<file path="config.mk">
export PLATFORM = sky130hd
export DESIGN_NAME = rbus_stop_sched_flat
export DESIGN_NICKNAME = d
export VERILOG_FILES = /design/src/rtl/rbus_stop_sched_if.sv /design/src/rtl/rbus_stop_sched.sv /design/src/flat_wrapper.sv
export SDC_FILE = /design/constraint.sdc
export NUM_CORES = 1
export LEC_CHECK = 0
export BUFFER_PORTS_ARGS = -buffer_cell sky130_fd_sc_hd__clkbuf_2
export CELL_PAD_IN_SITES_DETAIL_PLACEMENT = 0
export CELL_PAD_IN_SITES_GLOBAL_PLACEMENT = 1
export CORE_MARGIN = 5
export CORE_UTILIZATION = 42
export CTS_BUF_LIST = sky130_fd_sc_hd__clkbuf_8
export DETAILED_ROUTE_END_ITERATION = 6
export PLACE_DENSITY_LB_ADDON = 0.05
export SYNTH_ARGS = -nofsm -noshare
export SYNTH_HDL_FRONTEND = slang
export SYNTH_SLANG_ARGS = --single-unit
</file>
<file path="constraint.sdc">
create_clock -name clk -period 8.1 [get_ports clk]
set_clock_uncertainty 0.05 [all_clocks]
set_input_delay 1.62 -clock clk [delete_from_list [all_inputs] [get_ports clk]]
set_output_delay 1.62 -clock clk [all_outputs]
set_load 0.02 [all_outputs]
</file>
<file path="src/rtl/rbus_stop_sched_if.sv">
// Bundle of requester, ring and credit signals for one rbus stop scheduler.
// master = local requesters + ring stop side; slave = the scheduler.
interface rbus_stop_sched_if #(
  parameter int CW = 4
);
  logic          req0_valid;
  logic          req0_two_beat;
  logic          req0_grant;
  logic          req0_doStall;
  logic          req1_valid;
  logic          req1_two_beat;
  logic          req1_grant;
  logic          req1_doStall;
  logic          ring_rdyIn;
  logic          rdyOutA;
  logic          rdyOutB;
  logic          rsp_ret0;
  logic          rsp_ret1;
  logic [CW-1:0] out_cnt0;
  logic [CW-1:0] out_cnt1;
  logic          cred_err;

  modport master (
    output req0_valid, req0_two_beat, req1_valid, req1_two_beat,
    output ring_rdyIn, rsp_ret0, rsp_ret1,
    input  req0_grant, req0_doStall, req1_grant, req1_doStall,
    input  rdyOutA, rdyOutB, out_cnt0, out_cnt1, cred_err
  );

  modport slave (
    input  req0_valid, req0_two_beat, req1_valid, req1_two_beat,
    input  ring_rdyIn, rsp_ret0, rsp_ret1,
    output req0_grant, req0_doStall, req1_grant, req1_doStall,
    output rdyOutA, rdyOutB, out_cnt0, out_cnt1, cred_err
  );
endinterface

</file>
<file path="src/rtl/rbus_stop_sched.sv">
// Round-robin injection scheduler for one rbus ring stop with two-beat locking
// and per-requester credits. Optional age priority: RBUS_SCHED_AGE_PRIO_EN.
module rbus_stop_sched #(
  parameter int MAX_OUT   = 8,
  parameter int CW        = 4,
  parameter int STALL_CNT = 19
) (
  input logic               clk,
  input logic               rst,
  rbus_stop_sched_if.slave  bus
);

  typedef enum logic [1:0] {IDLE, LOCK0, LOCK1} state_t;

  state_t        state_q, state_d;
  logic          rr_q, rr_d;
  logic [CW-1:0] cnt0_q, cnt0_d;
  logic [CW-1:0] cnt1_q, cnt1_d;
  logic          credErr_q, credErr_d;

  logic elig0, elig1;
  logic win0, win1;
  logic grant0, grant1;
  logic inc0, inc1;
  logic starved0, starved1;

`ifdef RBUS_SCHED_AGE_PRIO_EN
  logic [4:0] wait0_q, wait0_d;
  logic [4:0] wait1_q, wait1_d;
  logic       stall0_q, stall1_q;

  // Wait counters track consecutive ungranted cycles and saturate at the starvation mark.
  always_comb begin
    wait0_d = wait0_q;
    wait1_d = wait1_q;
    if (!bus.req0_valid || grant0)       wait0_d = '0;
    else if (wait0_q != 5'(STALL_CNT))   wait0_d = wait0_q + 5'd1;
    if (!bus.req1_valid || grant1)       wait1_d = '0;
    else if (wait1_q != 5'(STALL_CNT))   wait1_d = wait1_q + 5'd1;
  end

  always_ff @(posedge clk) begin
    if (rst) begin
      wait0_q  <= '0;
      wait1_q  <= '0;
      stall0_q <= 1'b0;
      stall1_q <= 1'b0;
    end else begin
      wait0_q  <= wait0_d;
      wait1_q  <= wait1_d;
      stall0_q <= (wait0_d == 5'(STALL_CNT));
      stall1_q <= (wait1_d == 5'(STALL_CNT));
    end
  end

  assign starved0 = stall0_q;
  assign starved1 = stall1_q;
`else
  assign starved0 = 1'b0;
  assign starved1 = 1'b0;
`endif

  assign elig0 = bus.req0_valid && (cnt0_q < CW'(MAX_OUT));
  assign elig1 = bus.req1_valid && (cnt1_q < CW'(MAX_OUT));

  // A lock bypasses both credits and priority; otherwise starvation beats rr.
  always_comb begin
    win0 = 1'b0;
    win1 = 1'b0;
    case (state_q)
      LOCK0:   win0 = bus.req0_valid;
      LOCK1:   win1 = bus.req1_valid;
      default: begin
        if (elig0 && elig1) begin
          if (starved0 && !starved1)      win0 = 1'b1;
          else if (starved1 && !starved0) win1 = 1'b1;
          else if (rr_q)                  win1 = 1'b1;
          else                            win0 = 1'b1;
        end else begin
          win0 = elig0;
          win1 = elig1;
        end
      end
    endcase
  end

  assign grant0 = !rst && bus.ring_rdyIn && win0;
  assign grant1 = !rst && bus.ring_rdyIn && win1;

  always_comb begin
    state_d = state_q;
    rr_d    = rr_q;
    case (state_q)
      LOCK0: if (grant0) state_d = IDLE;
      LOCK1: if (grant1) state_d = IDLE;
      default: begin
        if (grant0) begin
          rr_d = 1'b1;
          if (bus.req0_two_beat) state_d = LOCK0;
        end else if (grant1) begin
          rr_d = 1'b0;
          if (bus.req1_two_beat) state_d = LOCK1;
        end
      end
    endcase
  end

  assign inc0 = grant0 && (state_q == IDLE);
  assign inc1 = grant1 && (state_q == IDLE);

  // Only first beats consume a credit; a simultaneous return cancels it out.
  always_comb begin
    cnt0_d    = cnt0_q;
    cnt1_d    = cnt1_q;
    credErr_d = credErr_q;
    if (inc0 && !bus.rsp_ret0) begin
      cnt0_d = cnt0_q + CW'(1);
    end else if (!inc0 && bus.rsp_ret0) begin
      if (cnt0_q == '0) credErr_d = 1'b1;
      else              cnt0_d    = cnt0_q - CW'(1);
    end
    if (inc1 && !bus.rsp_ret1) begin
      cnt1_d = cnt1_q + CW'(1);
    end else if (!inc1 && bus.rsp_ret1) begin
      if (cnt1_q == '0) credErr_d = 1'b1;
      else              cnt1_d    = cnt1_q - CW'(1);
    end
  end

  always_ff @(posedge clk) begin
    if (rst) begin
      state_q   <= IDLE;
      rr_q      <= 1'b0;
      cnt0_q    <= '0;
      cnt1_q    <= '0;
      credErr_q <= 1'b0;
    end else begin
      state_q   <= state_d;
      rr_q      <= rr_d;
      cnt0_q    <= cnt0_d;
      cnt1_q    <= cnt1_d;
      credErr_q <= credErr_d;
    end
  end

  assign bus.req0_grant = grant0;
  assign bus.req1_grant = grant1;
  assign bus.rdyOutA    = grant0;
  assign bus.rdyOutB    = grant1;
  assign bus.out_cnt0   = cnt0_q;
  assign bus.out_cnt1   = cnt1_q;
  assign bus.cred_err   = credErr_q;
`ifdef RBUS_SCHED_AGE_PRIO_EN
  assign bus.req0_doStall = stall0_q;
  assign bus.req1_doStall = stall1_q;
`else
  assign bus.req0_doStall = 1'b0;
  assign bus.req1_doStall = 1'b0;
`endif

endmodule

</file>
<file path="src/flat_wrapper.sv">
// flat-port wrapper written by rule: the top's interface ports become plain ports
module rbus_stop_sched_flat 
#(
  parameter int MAX_OUT   = 8,
  parameter int CW        = 4,
  parameter int STALL_CNT = 19
)
  (clk, rst, bus_req0_valid, bus_req0_two_beat, bus_req1_valid, bus_req1_two_beat, bus_ring_rdyIn, bus_rsp_ret0, bus_rsp_ret1, bus_req0_grant, bus_req0_doStall, bus_req1_grant, bus_req1_doStall, bus_rdyOutA, bus_rdyOutB, bus_out_cnt0, bus_out_cnt1, bus_cred_err);
  rbus_stop_sched_if #(.CW(CW)) bus_i ();
  input logic clk;
  input logic rst;
  input wire logic [$bits(bus_i.req0_valid)-1:0] bus_req0_valid;
  input wire logic [$bits(bus_i.req0_two_beat)-1:0] bus_req0_two_beat;
  input wire logic [$bits(bus_i.req1_valid)-1:0] bus_req1_valid;
  input wire logic [$bits(bus_i.req1_two_beat)-1:0] bus_req1_two_beat;
  input wire logic [$bits(bus_i.ring_rdyIn)-1:0] bus_ring_rdyIn;
  input wire logic [$bits(bus_i.rsp_ret0)-1:0] bus_rsp_ret0;
  input wire logic [$bits(bus_i.rsp_ret1)-1:0] bus_rsp_ret1;
  output wire logic [$bits(bus_i.req0_grant)-1:0] bus_req0_grant;
  output wire logic [$bits(bus_i.req0_doStall)-1:0] bus_req0_doStall;
  output wire logic [$bits(bus_i.req1_grant)-1:0] bus_req1_grant;
  output wire logic [$bits(bus_i.req1_doStall)-1:0] bus_req1_doStall;
  output wire logic [$bits(bus_i.rdyOutA)-1:0] bus_rdyOutA;
  output wire logic [$bits(bus_i.rdyOutB)-1:0] bus_rdyOutB;
  output wire logic [$bits(bus_i.out_cnt0)-1:0] bus_out_cnt0;
  output wire logic [$bits(bus_i.out_cnt1)-1:0] bus_out_cnt1;
  output wire logic [$bits(bus_i.cred_err)-1:0] bus_cred_err;
  assign bus_i.req0_valid = bus_req0_valid;
  assign bus_i.req0_two_beat = bus_req0_two_beat;
  assign bus_i.req1_valid = bus_req1_valid;
  assign bus_i.req1_two_beat = bus_req1_two_beat;
  assign bus_i.ring_rdyIn = bus_ring_rdyIn;
  assign bus_i.rsp_ret0 = bus_rsp_ret0;
  assign bus_i.rsp_ret1 = bus_rsp_ret1;
  assign bus_req0_grant = bus_i.req0_grant;
  assign bus_req0_doStall = bus_i.req0_doStall;
  assign bus_req1_grant = bus_i.req1_grant;
  assign bus_req1_doStall = bus_i.req1_doStall;
  assign bus_rdyOutA = bus_i.rdyOutA;
  assign bus_rdyOutB = bus_i.rdyOutB;
  assign bus_out_cnt0 = bus_i.out_cnt0;
  assign bus_out_cnt1 = bus_i.out_cnt1;
  assign bus_cred_err = bus_i.cred_err;
  rbus_stop_sched #(.MAX_OUT(MAX_OUT), .CW(CW), .STALL_CNT(STALL_CNT)) u_core (.clk(clk), .rst(rst), .bus(bus_i));
endmodule
</file>
Yosys cells after proc, flatten, opt, wreduce, memory -nomap -nowiden
Index checks and enable logic that the tools add are counted.

cells by class
  muxes and demuxes = 27
  equal/unequal tests = 7
  reduce and logical (&&, ||, !) cells = 29
  order comparisons = 2
  $add $sub $neg = 4
  bitwise logic cells = 1

operator list
  kind                                                                number
  4-bit two-way mux                                                   6
  1-bit logical AND                                                   12
  1-bit two-way mux                                                   12
  2-bit two-way mux                                                   6
  4-bit by 1-bit adder with 4-bit output, second input constant       2
  4-bit logical NOT                                                   2
  4-bit less-than comparator, second input constant                   2
  2-bit by 1-bit != test with 1-bit output, second input constant     4
  4-bit by 1-bit subtractor with 4-bit output, second input constant  2
  2-bit AND reduction                                                 3
  2-bit nonzero test                                                  3
  1-bit logical NOT                                                   5
  5-bit AND reduction                                                 1
  4-bit != test, second input constant                                1
  1-bit one-hot mux with 2 select lines                               2
  2-bit one-hot mux with 2 select lines                               1
  3-bit nonzero test                                                  1
  2-bit by 1-bit == test with 1-bit output, second input constant     1
  2-bit == test, second input constant                                1
  2-bit logical NOT                                                   1
  2-bit OR reduction                                                  1
  1-bit NOT                                                           1

word-level totals
  flip-flop bits (word level) = 12
  logic and storage cells = 75

Depth between registers and ports, before layout
  depth after elaboration = 14
  mapped depth = 15
  depth with buffers taken out = 15

Worst setup path before layout
Ideal clock, no wire load.

  path type = input to output
  from = in bus_req1_valid
  to = out bus_req1_grant
  arrival = 2.504 ns
  cell stages on the path = 5
  buffers on the path = 1
  path slack = 3.926 ns
  required time = 6.430 ns
  path through = nand3b_2 -> nand3_4 -> nand3_1 -> nor2_1 -> buf_4

between the ends
  word-level cells in the longest chain between the ends = 5

ends and longest elaborated chain
  element                                  line                   text
  start, declared                          flat_wrapper.sv:14     input wire logic [$bits(bus_i.req1_valid)-1:0] bus_req1_valid;
  1-bit logical AND                        rbus_stop_sched.sv:64  assign elig1 = bus.req1_valid && (cnt1_q < CW'(MAX_OUT));
  1-bit logical AND                        rbus_stop_sched.sv:74  if (elig0 && elig1) begin
  1-bit two-way mux                        rbus_stop_sched.sv:74
  1-bit one-hot mux with 2 select lines *  rbus_stop_sched.sv:70  case (state_q)
  1-bit logical AND *                      rbus_stop_sched.sv:88  assign grant1 = !rst && bus.ring_rdyIn && win1;
  end, declared                            flat_wrapper.sv:21     output wire logic [$bits(bus_i.req1_grant)-1:0] bus_req1_grant;

Every way passes the cells marked *; elsewhere a longest branch is shown, timed or not.

Worst setup path after layout
  from = in rst
  to = out bus_req0_grant

between the ends
  word-level cells in the longest chain between the ends = 3

ends and longest elaborated chain
  element                          line                   text
  start, declared                  flat_wrapper.sv:11     input logic rst;
  1-bit logical NOT                rbus_stop_sched.sv:87  assign grant0 = !rst && bus.ring_rdyIn && win0;
  1-bit logical AND (2 in series)  rbus_stop_sched.sv:87
  end, declared                    flat_wrapper.sv:19     output wire logic [$bits(bus_i.req0_grant)-1:0] bus_req0_grant;

Every way passes these cells.

==> impl_metrics.toml <==
[routing]
drtIter0Drc = 8
wirelength_um = 1790
drc = 0
vias = 762
vias_per_cell = 4.95
wire_per_inst_um = 11.6
first_pass_iters = 4
antenna_left = 0

[critical_path]
crit_fanout = 15
critPathArrivalTime_ps = 2560
required_ps = 6430
path_class = "in2out"
cp-startpoint = "rst"
worst_setup_path_end_kind = "output port"
critPathLaunchType = "input pin"
regToRegStartpoint = "u_core.state_q[0]$_SDFFE_PP0P_"

[pwr]
p_per_area_nw_per_um2 = 363
swShare_pct = 43.5
p_leak_nw = 0.493
p_comb_share_pct = 55.2
seq_power_share_pct = 28.3
power.switching_mw = 0.168
ir_drop_uv = 172
p_int_mw = 0.218
pwr-share-clk_pct = 16.6

[status]
status = "finished clean"

[sta]
min_period_ps = 4230
hold_viol_final = 0
whs_ps = 443
fin_crit_sh_pct = 52.2
finalMaxSlewViolations = 0
setup_tns_ps = 0
rsz0062_at_grt = "no"
setup_viol = 0
fmax_mhz = 236

[global_routing]
grt_usage_pct = 12.3
grt.met1_usage_pct = 16.9
grt_max_degree = 16
antenna_found_initial = 0
busiest_layer = "met2"
use_met2_pct = 18.4
grt_pass1_wl_um = 3190
use_met3_pct = 3.44
grt_overflow_total = 0
grt_pass1_vias = 763

[clock_tree]
cts-buffers-inserted = 3
postCtsSetupRepairBufs = 0
clk_latency_ps = 230
clockBufferDepth = 2
cts.sinks = 12
htree_num_levels = 1
cts_hold_buf = 0
cts_root_buf = "clkbuf_8"
clk_pin_slew_worst_paths_ps = 50
cts_resized = 0
cts_tree = "built"

[floorplanning]
dieArea_um2 = 3170
io_pins = 24
start_util_pct = 45.0
coreArea_um2 = 2000
fp.dieH_um = 56.3
die-width_um = 56.3
placementRows = 16

[place]
hpwl_um = 1450
gp_congestion = 0.800
io_buffers = 21

[logic_synthesis]
ys_types = 31
synth-seq-cells = 12
yosys.area.top_type = "dfxtp_1"
synth_cells = 106
seq_area_frac_synth_pct = 26.7
yosysTopAreaCellShare_pct = 26.7
syn_area_um2 = 901
synth.area.top_cells = "dfxtp_1, ha_1, nor2_1"
synth_warnings = 0
avgSynthCellArea_um2 = 8.50

[layout]
final_cell_mix = "clkbuf_2, nor2_1, dfxtp_1"
final_net_count = 150
area_delta_synth_final_pct = 18.2
final_common_cell = "clkbuf_2"
num_antenna_cells = 0
drive_gt1_share_pct = 22.0

[run]
maxCapViolCount = 0

[hold_path]
hp-class = "reg2reg"
min_from = "u_core.bus.cred_err$_SDFF_PP0_"
[synth_stat cells]
cell type and instances:
dfxtp_1 12, nor2_2 1, a21o_1 3, nand2b_1 2
or2b_1 1, and2_1 2, a221oi_1 1, nor3b_1 1
ha_1 11, mux2_1 2, nand3_1 2, nand3b_2 1
or2_0 1, nand2_1 7, a221o_1 1, a31o_1 2
nand3_4 1, fa_1 2, a211oi_1 2, mux2i_1 2
buf_4 4, a21oi_1 8, clkbuf_1 1, nand4bb_1 1
conb_1 1, inv_1 7, or4_1 2, nor2_1 17
xnor2_1 4, o21ai_0 2, nor3_1 2
[state kept, by name (all words and copies together) (netlist names)]
| register | flops |
|---|---|
| u_core.bus.out_cnt0 | 4 |
| u_core.bus.out_cnt1 | 4 |
| u_core.state_q | 2 |
| u_core.bus.cred_err | 1 |
| u_core.rr_q | 1 |
[routing by layer]
metal	routed length (um)	part of all wire, %
met1	919	51
met2	778	43
met3	83	4.6
met4	7	0.39
met5	0	0
[power groups by stage]
stage	clock [mW]	combinational, mW	sequential [mW]
global route	0.0688	0.242	0.115
CTS	0.0658	0.216	0.110
finish	0.0639	0.213	0.109
detailed placement	0	0.214	0.112
floorplan	0	0.144	0.128
global placement	0	0.215	0.109
[worst max-delay path, stage by stage]
cell	delay (ps)
clkbuf_2	210
nand2b_1	240
a21oi_1	260
clkbuf_2	230
[logic make-up after synthesis]
logic type      synth area share [%]
xor+xnor                        3.89
simple gates                    24.2
mux                             4.72
flops                           26.7
other cells                    0.416
buf+inv                         6.67
compound gates                  13.8
fa+ha+maj                       19.7
[through the flow]
step | power (mW) | util [%] | cell area [um^2] | setup slack, ps | std cells
2_1_floorplan | 0.272 | - | 905 | 3930 | 107
3_5_place_dp | 0.326 | 50.4 | 1010 | 3860 | 150
4_1_cts | 0.392 | 53.2 | 1060 | 3850 | 154
5_1_grt | 0.425 | 53.2 | 1060 | 3770 | 154
6_report | 0.386 | 53.2 | 1060 | 3870 | 154
3_3_place_gp | 0.324 | 50.4 | 1010 | 3890 | 150
[final timing paths]
check	endpoint	slack, ps	cells past startpoint
worst max-delay path	bus_req0_grant	3870	4
worst min-delay path	u_core.bus.cred_err$_SDFF_PP0_	440	2
worst max register to register	u_core.bus.out_cnt0[3]$_SDFFE_PP0P_	5040	14
worst min register to register	u_core.bus.cred_err$_SDFF_PP0_	440	2
[layout make-up]
class                   instances  area (um^2)
fillers                       218          937
multi-input cells              83          604
repair buffers                 21          105
inverters                       7         26.3
well taps                      27         33.8
flip-flops and latches         12          240
clock buffers                   4         55.1
Note: power is estimated with default switching activity, not from simulation.
